**config.mk**
```make
export PLATFORM = sky130hd
export DESIGN_NAME = frame_diff_sequencer
export DESIGN_NICKNAME = d
export VERILOG_FILES = /design/src/rtl/frame_diff_pkg.sv /design/src/rtl/frame_diff_sequencer_sub.sv /design/src/rtl/frame_diff_sequencer.sv
export SDC_FILE = /design/constraint.sdc
export NUM_CORES = 1
export LEC_CHECK = 0
export ABC_AREA = 1
export CAP_MARGIN = 20
export CORE_MARGIN = 5
export CORE_UTILIZATION = 50
export DETAILED_ROUTE_END_ITERATION = 6
export PLACE_DENSITY_LB_ADDON = 0.25
export SLEW_MARGIN = 10
export SYNTH_ARGS = -nofsm -noshare
export SYNTH_HDL_FRONTEND = slang
export SYNTH_HIERARCHICAL = 1
export SYNTH_SLANG_ARGS = --single-unit
```
**constraint.sdc**
```tcl
create_clock -name clk -period 2.8 [get_ports clk]
set_input_delay 0.7 -clock clk [delete_from_list [all_inputs] [get_ports clk]]
set_output_delay 0.7 -clock clk [all_outputs]
set_load 0.02 [all_outputs]
```
**src/rtl/frame_diff_pkg.sv**
```systemverilog
// Shared types and defaults for the frame-difference sequencer and its subtractor.
package frame_diff_pkg;

    localparam int FD_DATA_W       = 8;
    localparam int FD_ADDR_W       = 12;
    localparam int FD_FRAME_PIXELS = 4096;

    typedef enum logic [2:0] {
        S_IDLE,
        S_READ,
        S_SUB,
        S_CAPT,
        S_OUT,
        S_DONE
    } seq_state_t;

endpackage

```
**src/rtl/frame_diff_sequencer_sub.sv**
```systemverilog
// Absolute-difference subtractor: ready is taken while idle, operands one cycle later,
// and the result is presented for exactly one cycle after that (0 otherwise).
module frame_diff_sequencer_sub #(
    parameter int DATA_INPUT = 8
) (
    input  logic                  clk,
    input  logic                  reset,
    input  logic                  ready_i,
    input  logic [DATA_INPUT-1:0] new_pixel_i,
    input  logic [DATA_INPUT-1:0] old_pixel_i,
    output logic [DATA_INPUT-1:0] frame_difference_o
);

    logic                  busy_q;
    logic [DATA_INPUT-1:0] diff_q;
    logic [DATA_INPUT-1:0] abs_diff;

    always_comb begin
        abs_diff = (new_pixel_i >= old_pixel_i) ? (new_pixel_i - old_pixel_i)
                                                : (old_pixel_i - new_pixel_i);
    end

    // busy_q marks the operand-sampling cycle; ready is ignored while it is set.
    always_ff @(posedge clk or posedge reset) begin
        if (reset) begin
            busy_q <= 1'b0;
            diff_q <= '0;
        end else begin
            busy_q <= !busy_q && ready_i;
            diff_q <= busy_q ? abs_diff : '0;
        end
    end

    assign frame_difference_o = diff_q;

endmodule

```
**src/rtl/frame_diff_sequencer.sv**
```systemverilog
// Per-frame controller: reads both frame buffers pixel by pixel, streams |new-old|
// on a valid/ready port and counts pixels whose difference exceeds the threshold.
module frame_diff_sequencer
    import frame_diff_pkg::*;
#(
    parameter int DATA_W       = FD_DATA_W,
    parameter int ADDR_W       = FD_ADDR_W,
    parameter int FRAME_PIXELS = FD_FRAME_PIXELS
) (
    input  logic              clk,
    input  logic              reset,
    input  logic              start,
    input  logic              abort,
    input  logic [DATA_W-1:0] threshold,
    output logic              rd_en,
    output logic [ADDR_W-1:0] rd_addr,
    input  logic [DATA_W-1:0] new_rd_data,
    input  logic [DATA_W-1:0] old_rd_data,
    output logic              out_valid,
    input  logic              out_ready,
    output logic [DATA_W-1:0] out_data,
    output logic [ADDR_W-1:0] out_addr,
    output logic              busy,
    output logic              done,
    output logic [ADDR_W:0]   motion_count,
    output seq_state_t        state_dbg
);

    // Output stream: a sample transfers on any cycle where out_valid and out_ready are
    // both high at the clock edge; out_valid, out_data and out_addr stay stable until then.

    localparam logic [ADDR_W-1:0] LAST_PIX = ADDR_W'(FRAME_PIXELS - 1);

    seq_state_t        state_q, state_d;
    logic [DATA_W-1:0] threshold_q;
    logic [ADDR_W-1:0] pix_cnt_q;
    logic [ADDR_W:0]   acc_q;
    logic              out_valid_q;
    logic [DATA_W-1:0] out_data_q;
    logic [ADDR_W-1:0] out_addr_q;
    logic [ADDR_W:0]   motion_count_q;
    logic              sub_ready;
    logic [DATA_W-1:0] frame_difference;
    logic              over_thr;

    frame_diff_sequencer_sub #(
        .DATA_INPUT (DATA_W)
    ) u_sub (
        .clk                (clk),
        .reset              (reset),
        .ready_i            (sub_ready),
        .new_pixel_i        (new_rd_data),
        .old_pixel_i        (old_rd_data),
        .frame_difference_o (frame_difference)
    );

    always_ff @(posedge clk or posedge reset) begin
        if (reset) state_q <= S_IDLE;
        else       state_q <= state_d;
    end

    always_comb begin
        state_d = state_q;
        unique case (state_q)
            S_IDLE:  if (start) state_d = S_READ;
            S_READ:  state_d = S_SUB;
            S_SUB:   state_d = S_CAPT;
            S_CAPT:  state_d = S_OUT;
            S_OUT:   if (out_ready) state_d = (pix_cnt_q == LAST_PIX) ? S_DONE : S_READ;
            S_DONE:  state_d = S_IDLE;
            default: state_d = S_IDLE;
        endcase
        // abort overrides every transition, including a simultaneous start in S_IDLE
        if (abort) state_d = S_IDLE;
    end

    always_comb begin
        rd_en     = (state_q == S_READ);
        rd_addr   = rd_en ? pix_cnt_q : '0;
        sub_ready = rd_en && !abort;
        busy      = (state_q != S_IDLE);
        done      = (state_q == S_DONE);
    end

    assign over_thr = (frame_difference > threshold_q);

    always_ff @(posedge clk or posedge reset) begin
        if (reset) begin
            threshold_q    <= '0;
            pix_cnt_q      <= '0;
            acc_q          <= '0;
            out_valid_q    <= 1'b0;
            out_data_q     <= '0;
            out_addr_q     <= '0;
            motion_count_q <= '0;
        end else if (abort) begin
            out_valid_q <= 1'b0;
        end else begin
            unique case (state_q)
                S_IDLE: if (start) begin
                    threshold_q <= threshold;
                    pix_cnt_q   <= '0;
                    acc_q       <= '0;
                end
                S_CAPT: begin
                    out_data_q  <= frame_difference;
                    out_addr_q  <= pix_cnt_q;
                    out_valid_q <= 1'b1;
                    acc_q       <= acc_q + {{ADDR_W{1'b0}}, over_thr};
                end
                S_OUT: if (out_ready) begin
                    out_valid_q <= 1'b0;
                    if (pix_cnt_q != LAST_PIX) pix_cnt_q <= pix_cnt_q + 1'b1;
                end
                S_DONE: motion_count_q <= acc_q;
                default: ;
            endcase
        end
    end

    assign out_valid    = out_valid_q;
    assign out_data     = out_data_q;
    assign out_addr     = out_addr_q;
    assign motion_count = motion_count_q;
    assign state_dbg    = state_q;

endmodule

```
[Word-level counts from Yosys, hierarchy flattened]
Cells that the tools add are included.
Word-level totals
  output and inout bits: 52
  logic and storage cells: 62
  memory bits (read-only): 0
  memories kept: 0
  bits in latches: 0
  RAM bits: 0
  register bits: 79
Cells by class
  $mul: 0
  $lt $le $gt $ge: 2
  $add $sub $neg: 4
  divide/modulo/power cells: 0
  shift-type cells: 0
  reductions and logical operators: 16
  mux-type cells: 17
  equal/unequal tests: 12
  bitwise gates (word level): 1
Operators with widths (number)
  $mux 12: 4
  $pmux 13 s2: 1
  $pmux 12 s2: 1
  $mux 8: 2
  $sub 8x8->8: 2
  $pmux 3 s5: 1
  $add 13x1->13: 1
  $mux 13: 1
  $add 12x1->12 const B: 1
  $eq 12x12->1 const B: 1
  $mux 3: 4
  $ne 12x12->1 const B: 1
  $ge 8x8->1: 1
  $gt 8x8->1: 1
  $reduce_and 2->1: 4
  $eq 3x2->1 const B: 2
  $eq 3x3->1 const B: 2
  $ne 2x2->1 const B: 3
  $ne 3x3->1 const B: 2
  $reduce_and 3->1: 2
  $reduce_bool 3->1: 2
  $reduce_and 5->1: 1
  $reduce_bool 2->1: 2
  $eq 3x1->1 const B: 1
  6 further kinds: 9

[Longest topological paths before layout]
Gate-level depths: netlist of the first run.
  word-level depth: 5
  mapped depth: 15
  mapped depth without buffers: 15

[Hierarchy]
The synthesis of the first run kept the hierarchy.
Modules (own cells, without submodules)
  frame_diff_sequencer: area each 3636.0 µm², times used 1, cells each 453, sequential area each 1751.7 µm²
  frame_diff_sequencer_sub: area each 1142.3 µm², times used 1, cells each 182, sequential area each 225.2 µm²

[Worst setup path after synthesis of the first run]
OpenSTA, ideal clock, no wires.
  kind: register to output
  from: register state_q[0] (netlist: state_dbg[0])
  to: output port rd_addr[10]
  cell stages (with the launch flop): 8
  required time: 2.100 ns
  setup slack: 0.411 ns
  arrival time: 1.689 ns
  path buffers: 1
  path through: dfrtp_1 > inv_1 > nor2_1 > inv_1 > nor2_1 > inv_1 > buf_2 > nor2_1
On the way
  longest elaborated chain between the ends: 2
RTL lines
  start: declaration: RTL line frame_diff_sequencer.sv:34  | seq_state_t state_q, state_d;
  start signal: assignment: RTL line frame_diff_sequencer.sv:59  | else state_q <= state_d;
  $eq 3x1->1: RTL line frame_diff_sequencer.sv:78  | rd_en = (state_q == S_READ);
  net rd_en: RTL line frame_diff_sequencer.sv:15  | output logic rd_en,
  $mux 12: RTL line frame_diff_sequencer.sv:79  | rd_addr = rd_en ? pix_cnt_q : '0;
  end: declaration: RTL line frame_diff_sequencer.sv:16  | output logic [ADDR_W-1:0] rd_addr,
The timed path passes the listed nets, and every way through them passes these cells.

[Final worst setup path of the first run]
  from: register state_q[1] (netlist: state_dbg[1])
  to: output port rd_addr[10]
On the way
  longest elaborated chain between the ends: 2
RTL lines (RTL line)
  $eq 3x1->1: frame_diff_sequencer.sv:78
  $mux 12: frame_diff_sequencer.sv:79
Every way passes these cells.

==> results of run 1 <==
## Yosys cell counts (all sizes together)
library cell  number  share of area (%)
xnor2              2               0.37
or2                3               0.45
nor3b              1               0.16
clkinv             2               0.16
o21bai             1               0.16
a21oi             17                1.9
nand2            196                 16
o21a               1               0.16
clkbuf             1              0.078
xor2               2               0.37
nand3             45                5.4
nor2              66                6.0
nor3               6               0.63
nand3b             3               0.55
ha                27                7.1
inv               95                7.5
buf               13                2.1
o31ai              1               0.16
o21ai             59                7.0
dfrtp             79                 41
nand4             13                1.7
fa                 2               0.84
## metrics by stage
step / setup WS, ns / cells
final: 0.208 / 848
after global routing: 0.0825 / 848
after CTS: 0.00149 / 848
after detailed placement: 0.175 / 832
after global placement: 0.215 / 832
after floorplan: 0.332 / 635
## power groups by stage
stage	Sequential, uW	Clock (uW)	Combinational [uW]
2_1_floorplan	1370	0	485
3_3_place_gp	1330	0	772
3_5_place_dp	1330	0	793
4_1_cts	1310	875	798
5_1_grt	1320	928	883
6_report	1310	849	790
## routing by layer
layer | up-vias | wire [um]
li1 | 2154 | -
met1 | 1989 | 4920
met2 | 88 | 5550
met3 | 18 | 428
met4 | 0 | 180
met5 | - | 0
## path summary, 6_finish.rpt
kind / start / end / slack (ns) / cells after the start
setup / recovery: state_dbg[1] / rd_addr[10] / 0.21 / 6
hold / removal: motion_count[3] / motion_count[3] / 0.48 / 2
setup reg to reg: u_sub/frame_difference_o[3] / acc_q[8] / 0.43 / 12
hold reg to reg: motion_count[3] / motion_count[3] / 0.48 / 2
max in group asynchronous: reset / state_dbg[0] / 1.69 / 3
min in group asynchronous: reset / u_sub/frame_difference_o[3] / 0.65 / 2
## cell type report
| type | count | area, um2 | share of cell area, % |
|---|---|---|---|
| Timing Repair Buffer | 82 | 817 | 14.0 |
| Clock buffer | 10 | 138 | 2.35 |
| Inverter | 97 | 364 | 6.22 |
| Sequential cell | 79 | 1980 | 33.8 |
| Multi-Input combinational cell | 445 | 2330 | 39.9 |
| Clock inverter | 6 | 57.6 | 0.984 |
| Tap cell | 129 | 161 | 2.76 |
## repair_timing
item                                   4_1_cts  5_1_grt
setup endpoints to repair                   12        1
pin swaps                                    0        0
gates resized for setup                     13        1
endpoints found under the hold margin        0        0
## flip-flops by register name (all words and copies together), names as in the netlist
name / cells
acc_q: 13
motion_count: 13
out_addr: 12
pix_cnt_q: 12
out_data: 8
threshold_q: 8
u_sub/frame_difference_o: 8
state_dbg: 3
out_valid: 1
u_sub/busy_q: 1
## worst register-to-register path: stages (launching register included)
cell	delay, ns
dfrtp_1	0.42
ha_1	0.30
nand2_1	0.08
o21ai_0	0.16
nand2_1	0.07
a21oi_1	0.16
ha_1	0.26
ha_1	0.20
inv_1	0.06
nor2_1	0.24
nand3_1	0.13
o21ai_0	0.16
nor2_1	0.05
## layout by cell type, fill, tap and decap left out, types with 3 or more instances in the layout
cell type        instances
inv_2                    7
nor2_1                  59
nand2_1                187
dlygate4sd2_1           11
inv_1                   88
clkdlybuf4s50_1         68
ha_1                    27
nand4_1                 13
nand3_2                  4
nand2_2                  7
o21ai_1                  5
inv_6                    3
o21ai_0                 44
clkbuf_8                10
a21oi_1                 16
o21ai_2                 10
nor2_4                   4
nor3_1                   6
dfrtp_1                 78
nand3_1                 40
nor2_2                   3
## logic make-up (layout without fill, tap and decap cells)
logic type,count (synthesis),count (layout),share of synthesized area (%)
AOI/OAI and AO/OA,79,79,9.30
xor gates and xnor gates,4,4,0.733
adders and majority gates,29,29,7.91
buffers and inverters,111,195,9.77
DFF,79,79,41.4
and+or+nand+nor,333,333,30.9
==> run summary, run 1 <==
status -> complete, no violations
# diodes -> 0
Setup Skew -> 0.0152 ns
Area after DPL -> 5670 um2
Post-Synthesis Cell Area -> 4780 um2
post-synthesis sequential area ratio -> 41.4%
Fillers -> 826
largest net degree at the start of global routing -> 71
Critical Path RT -> 2.10 ns
CP Buf/Inv Count -> 3
die width -> 108 um
drt initial violations -> 146
Synth Warn # -> 6
Clock Tree Buf Depth -> 2
routed vias -> 4249
Critical Path Source Type -> flip-flop
Synth Instances -> 635
Crit. End Element -> output pin
WS Path Type -> reg -> out
flops & latches, synth -> 79
RSZ-0062 raised after global routing -> no
GR peak layer -> met2
initial antenna violation count -> 0
routability cong. -> 0.832
syn_nets -> 693
Clock Latency Late Sink -> 0.35 ns
Max Cap Violations -> 0
Cell variety after synth -> 37
Pre-antenna DRT Iters -> 5
DIE HEIGHT -> 108 um
GR Overflow Total -> 0
Final setup viols -> 0
layout cells sized above 1 -> 8.62%
clk sink count -> 79
CTS root buf -> clkbuf_8
Final min period -> 2.59 ns
met3 Track Usage GR -> 3.48%
via/cell ratio -> 5.01
post-route clock period utilization -> 92.6%
crit-path max FO -> 12
Post-DRT Antenna Nets -> 0
met1 usage -> 25.4%
# port buffers -> 80
Hold Slack -> 0.478 ns
Max Freq -> 386 MHz
clock power share -> 28.8%
switching pwr -> 1030 uW
row cnt -> 35
Initial Util -> 51.5%
Die ar. -> 11600 um2
power per cell area -> 504 nW/um2
Setup Fix Bufs, Post-CTS -> 0
clock tree from TritonCTS -> yes
Detailed Route WL -> 11.1 mm
CP max stage delay -> 0.47 ns
crit path cell chain -> nor2_1, inv_1, nor2_1, inv_2, nor2_1, dlygate4sd2_1
Detailed Place HPWL -> 8.58 mm
Slew Limit Fails -> 0
Static Leak -> 0.00291 uW
Critical Path Slowest Stage Cell -> dfrtp_1
cts bufs inserted -> 9
design area -> 5850 um2
drc violations -> 0
internal power -> 1920 uW
placeable core area -> 9280 um2
top-level I/O count -> 81
setup TNS after final layout -> 0 ns
met2 usage -> 34.7%
Sw Share -> 34.8%
routed len/inst -> 13.1 um
HP Class -> reg -> reg
worst slew pin tran -> 0.528 ns
CP arrival -> 1.89 ns
Reg power frac -> 44.4%
delay-heaviest family, CP -> buffers and inverters
Core Util, Final -> 63.0%
Nets -> 772
syn_area_per_cell -> 7.52 um2
total power -> 2950 uW
first-pass GRT wire length -> 18.8 mm
Comb pwr share -> 26.8%
Layout Area Growth over Synthesis -> 22.4%
Reg clk slew, reported paths -> 0.09 ns
Hold Buf Count CTS -> 0
worst vdd ir -> 0.000340 V
H-tree Lvls -> 3
number of global-route vias before repair -> 4111
Total GRT Usage -> 20.0%
crit-path most repeated cell -> nor2_1
final hold violations -> 0
Slew Limit Headroom -> 64.6%
Power figures use the tool's default switching activity.
==> run 2: changes to the inputs <==
Settings changed: PLACE_DENSITY set to 0.76, PLACE_DENSITY_LB_ADDON 0.25 to not set.
==> run summary, run 2 (same netlist as run 1, synthesis figures left out) <==
status -> complete, no violations (unchanged)
commonest cells after routing, fill and taps aside -> 187 x nand2_1, 88 x inv_1, 79 x dfrtp_1 (was 187 x nand2_1, 88 x inv_1, 78 x dfrtp_1)
Layout Cells excl Fill -> 848 (unchanged)
routed len/inst -> 12.8 um (was 13.1 um)
RSZ-0062 raised after global routing -> no (unchanged)
# port buffers -> 80 (unchanged)
drc violations -> 0 (unchanged)
largest net degree at the start of global routing -> 71 (unchanged)
drt initial violations -> 210 (was 146)
Placement Setup Slack -> 0.143 ns (was 0.175 ns)
Placed Cells -> 832 (unchanged)
Hold Buf Count CTS -> 0 (unchanged)
Die ar. -> 11600 um2 (unchanged)
initial antenna violation count -> 0 (unchanged)
Detailed Route WL -> 10.9 mm (was 11.1 mm)
# diodes -> 0 (unchanged)
via/cell ratio -> 5.08 (was 5.01)
Initial Util -> 51.5% (unchanged)
R2R depth -> 12 (unchanged)
crit-path max FO -> 5 (was 12)
Nets -> 772 (unchanged)
slack of the critical path -> 0.144 ns (was 0.208 ns)
row cnt -> 35 (unchanged)
number of global-route vias before repair -> 4174 (was 4111)
final hold violations -> 0 (unchanged)
register area -> 1980 um2 (about the same)
Reg clk slew, reported paths -> 0.08 ns (was 0.09 ns)
total power -> 3010 uW (was 2950 uW)
DIE HEIGHT -> 108 um (unchanged)
placeable core area -> 9280 um2 (unchanged)
Final setup viols -> 0 (unchanged)
Pre-antenna DRT Iters -> 5 (unchanged)
Setup Skew -> 0.0101 ns (was 0.0152 ns)
CP arrival -> 1.96 ns (was 1.89 ns)
Final min period -> 2.66 ns (was 2.59 ns)
Max Cap Violations -> 0 (unchanged)
worst slew pin tran -> 0.498 ns (was 0.528 ns)
Max Freq -> 376 MHz (was 386 MHz)
layout cells sized above 1 -> 8.21% (was 8.62%)
routability cong. -> 0.881 (was 0.832)
GR Overflow Total -> 0 (unchanged)
Detailed Place HPWL -> 8.52 mm (was 8.58 mm)
post-CTS sizing -> 13 (unchanged)
Total GRT Usage -> 19.7% (was 20.0%)
CTS root buf -> clkbuf_8 (unchanged)
Slew Limit Headroom -> 66.7% (was 64.6%)
Clock Latency Late Sink -> 0.35 ns (about the same)
Slew Limit Fails -> 0 (unchanged)
Core Util, Final -> 63.2% (was 63.0%)
power per cell area -> 513 nW/um2 (was 504 nW/um2)
cts bufs inserted -> 9 (unchanged)
Post-DRT Antenna Nets -> 0 (unchanged)
Static Leak -> 0.00289 uW (was 0.00291 uW)
clk sink count -> 79 (unchanged)
Clock Tree Buf Depth -> 2 (unchanged)
Fillers -> 826 (unchanged)
post-route clock period utilization -> 94.9% (was 92.6%)
Critical Path Source Type -> flip-flop (unchanged)
Critical Path RT -> 2.10 ns (about the same)
WS Path Type -> reg -> out (unchanged)
first-pass GRT wire length -> 18.6 mm (was 18.8 mm)
worst vdd ir -> 0.000216 V (was 0.000340 V)
top-level I/O count -> 81 (unchanged)
setup TNS after final layout -> 0 ns (unchanged)
Multi-input gate area -> 2330 um2 (unchanged)
Setup Fix Bufs, Post-CTS -> 0 (unchanged)
clock tree from TritonCTS -> yes (unchanged)
routed vias -> 4306 (was 4249)
commonest non-fill, non-tap cell in the layout -> nand2_1 (unchanged)
Layout Area Growth over Synthesis -> 22.8% (was 22.4%)
H-tree Lvls -> 3 (unchanged)
WHS Path Cells -> 2 (unchanged)
HP Class -> reg -> reg (unchanged)
die width -> 108 um (unchanged)
Crit. End Element -> output pin (unchanged)
## run 2: changes by cell type in the layout (fill, tap and decap cells not counted), sizes merged
cell           before  now
inv               100   95
clkinvlp            0    3
bufinv              0    2
clkbuf             10   11
clkdlybuf4s15       0    1
clkinv              3    2
dlymetal6s2s        1    0
## run 2: worst max-delay path: stages (launching register included)
cell and delay [ns]:
dfrtp_1 0.46, inv_1 0.09, nor2_1 0.09, inv_1 0.09
nor2_1 0.21, clkdlybuf4s50_1 0.68
## run 2: power by group
group / internal [uW] / total [uW] / switching, uW
registers: 1240 / 1310 / 67.0
clock network: 503 / 913 / 411
logic: 306 / 786 / 480
total: 2050 / 3010 / 957
## run 2: layer usage
layer	part of all wire [%]	global-route usage, %	up-vias
li1	-	-	2156
met1	43	23.7	2027
met2	51	34.7	96
met3	3.9	3.42	27
met4	2.7	8.30	0
met5	0	0	-
## run 2: final cells by class
type	count	area share, %
Inverter	97	6.21
Timing Repair Buffer	82	13.9
Multi-Input combinational cell	445	39.8
Clock buffer	11	2.24
Tap cell	129	2.75
Clock inverter	5	1.41
Sequential cell	79	33.7
## run 2: worst paths after layout
kind                                 start                          end  slack [ns]
min                        motion_count[3]              motion_count[3]        0.47
max                           state_dbg[0]                        rd_en        0.14
min reg2reg                motion_count[3]              motion_count[3]        0.47
min in group asynchronous            reset  u_sub/frame_difference_o[3]        0.65
max in group asynchronous            reset             motion_count[11]        1.73
max reg2reg                 threshold_q[7]                     acc_q[8]        0.38
## run 2: per-stage QoR
stage	hold slack (ns)	instance area, um2
2_1_floorplan	0.446	4780
3_3_place_gp	0.454	5670
3_5_place_dp	0.458	5670
4_1_cts	0.477	5860
5_1_grt	0.510	5870
6_report	0.473	5870
==> run 3: changes to the inputs <==
Settings changed: HOLD_SLACK_MARGIN set to 0.08, SLEW_MARGIN 10 to not set.
==> results of run 3 <==
Final layout, timing and power as in run 2 (identical DEF).
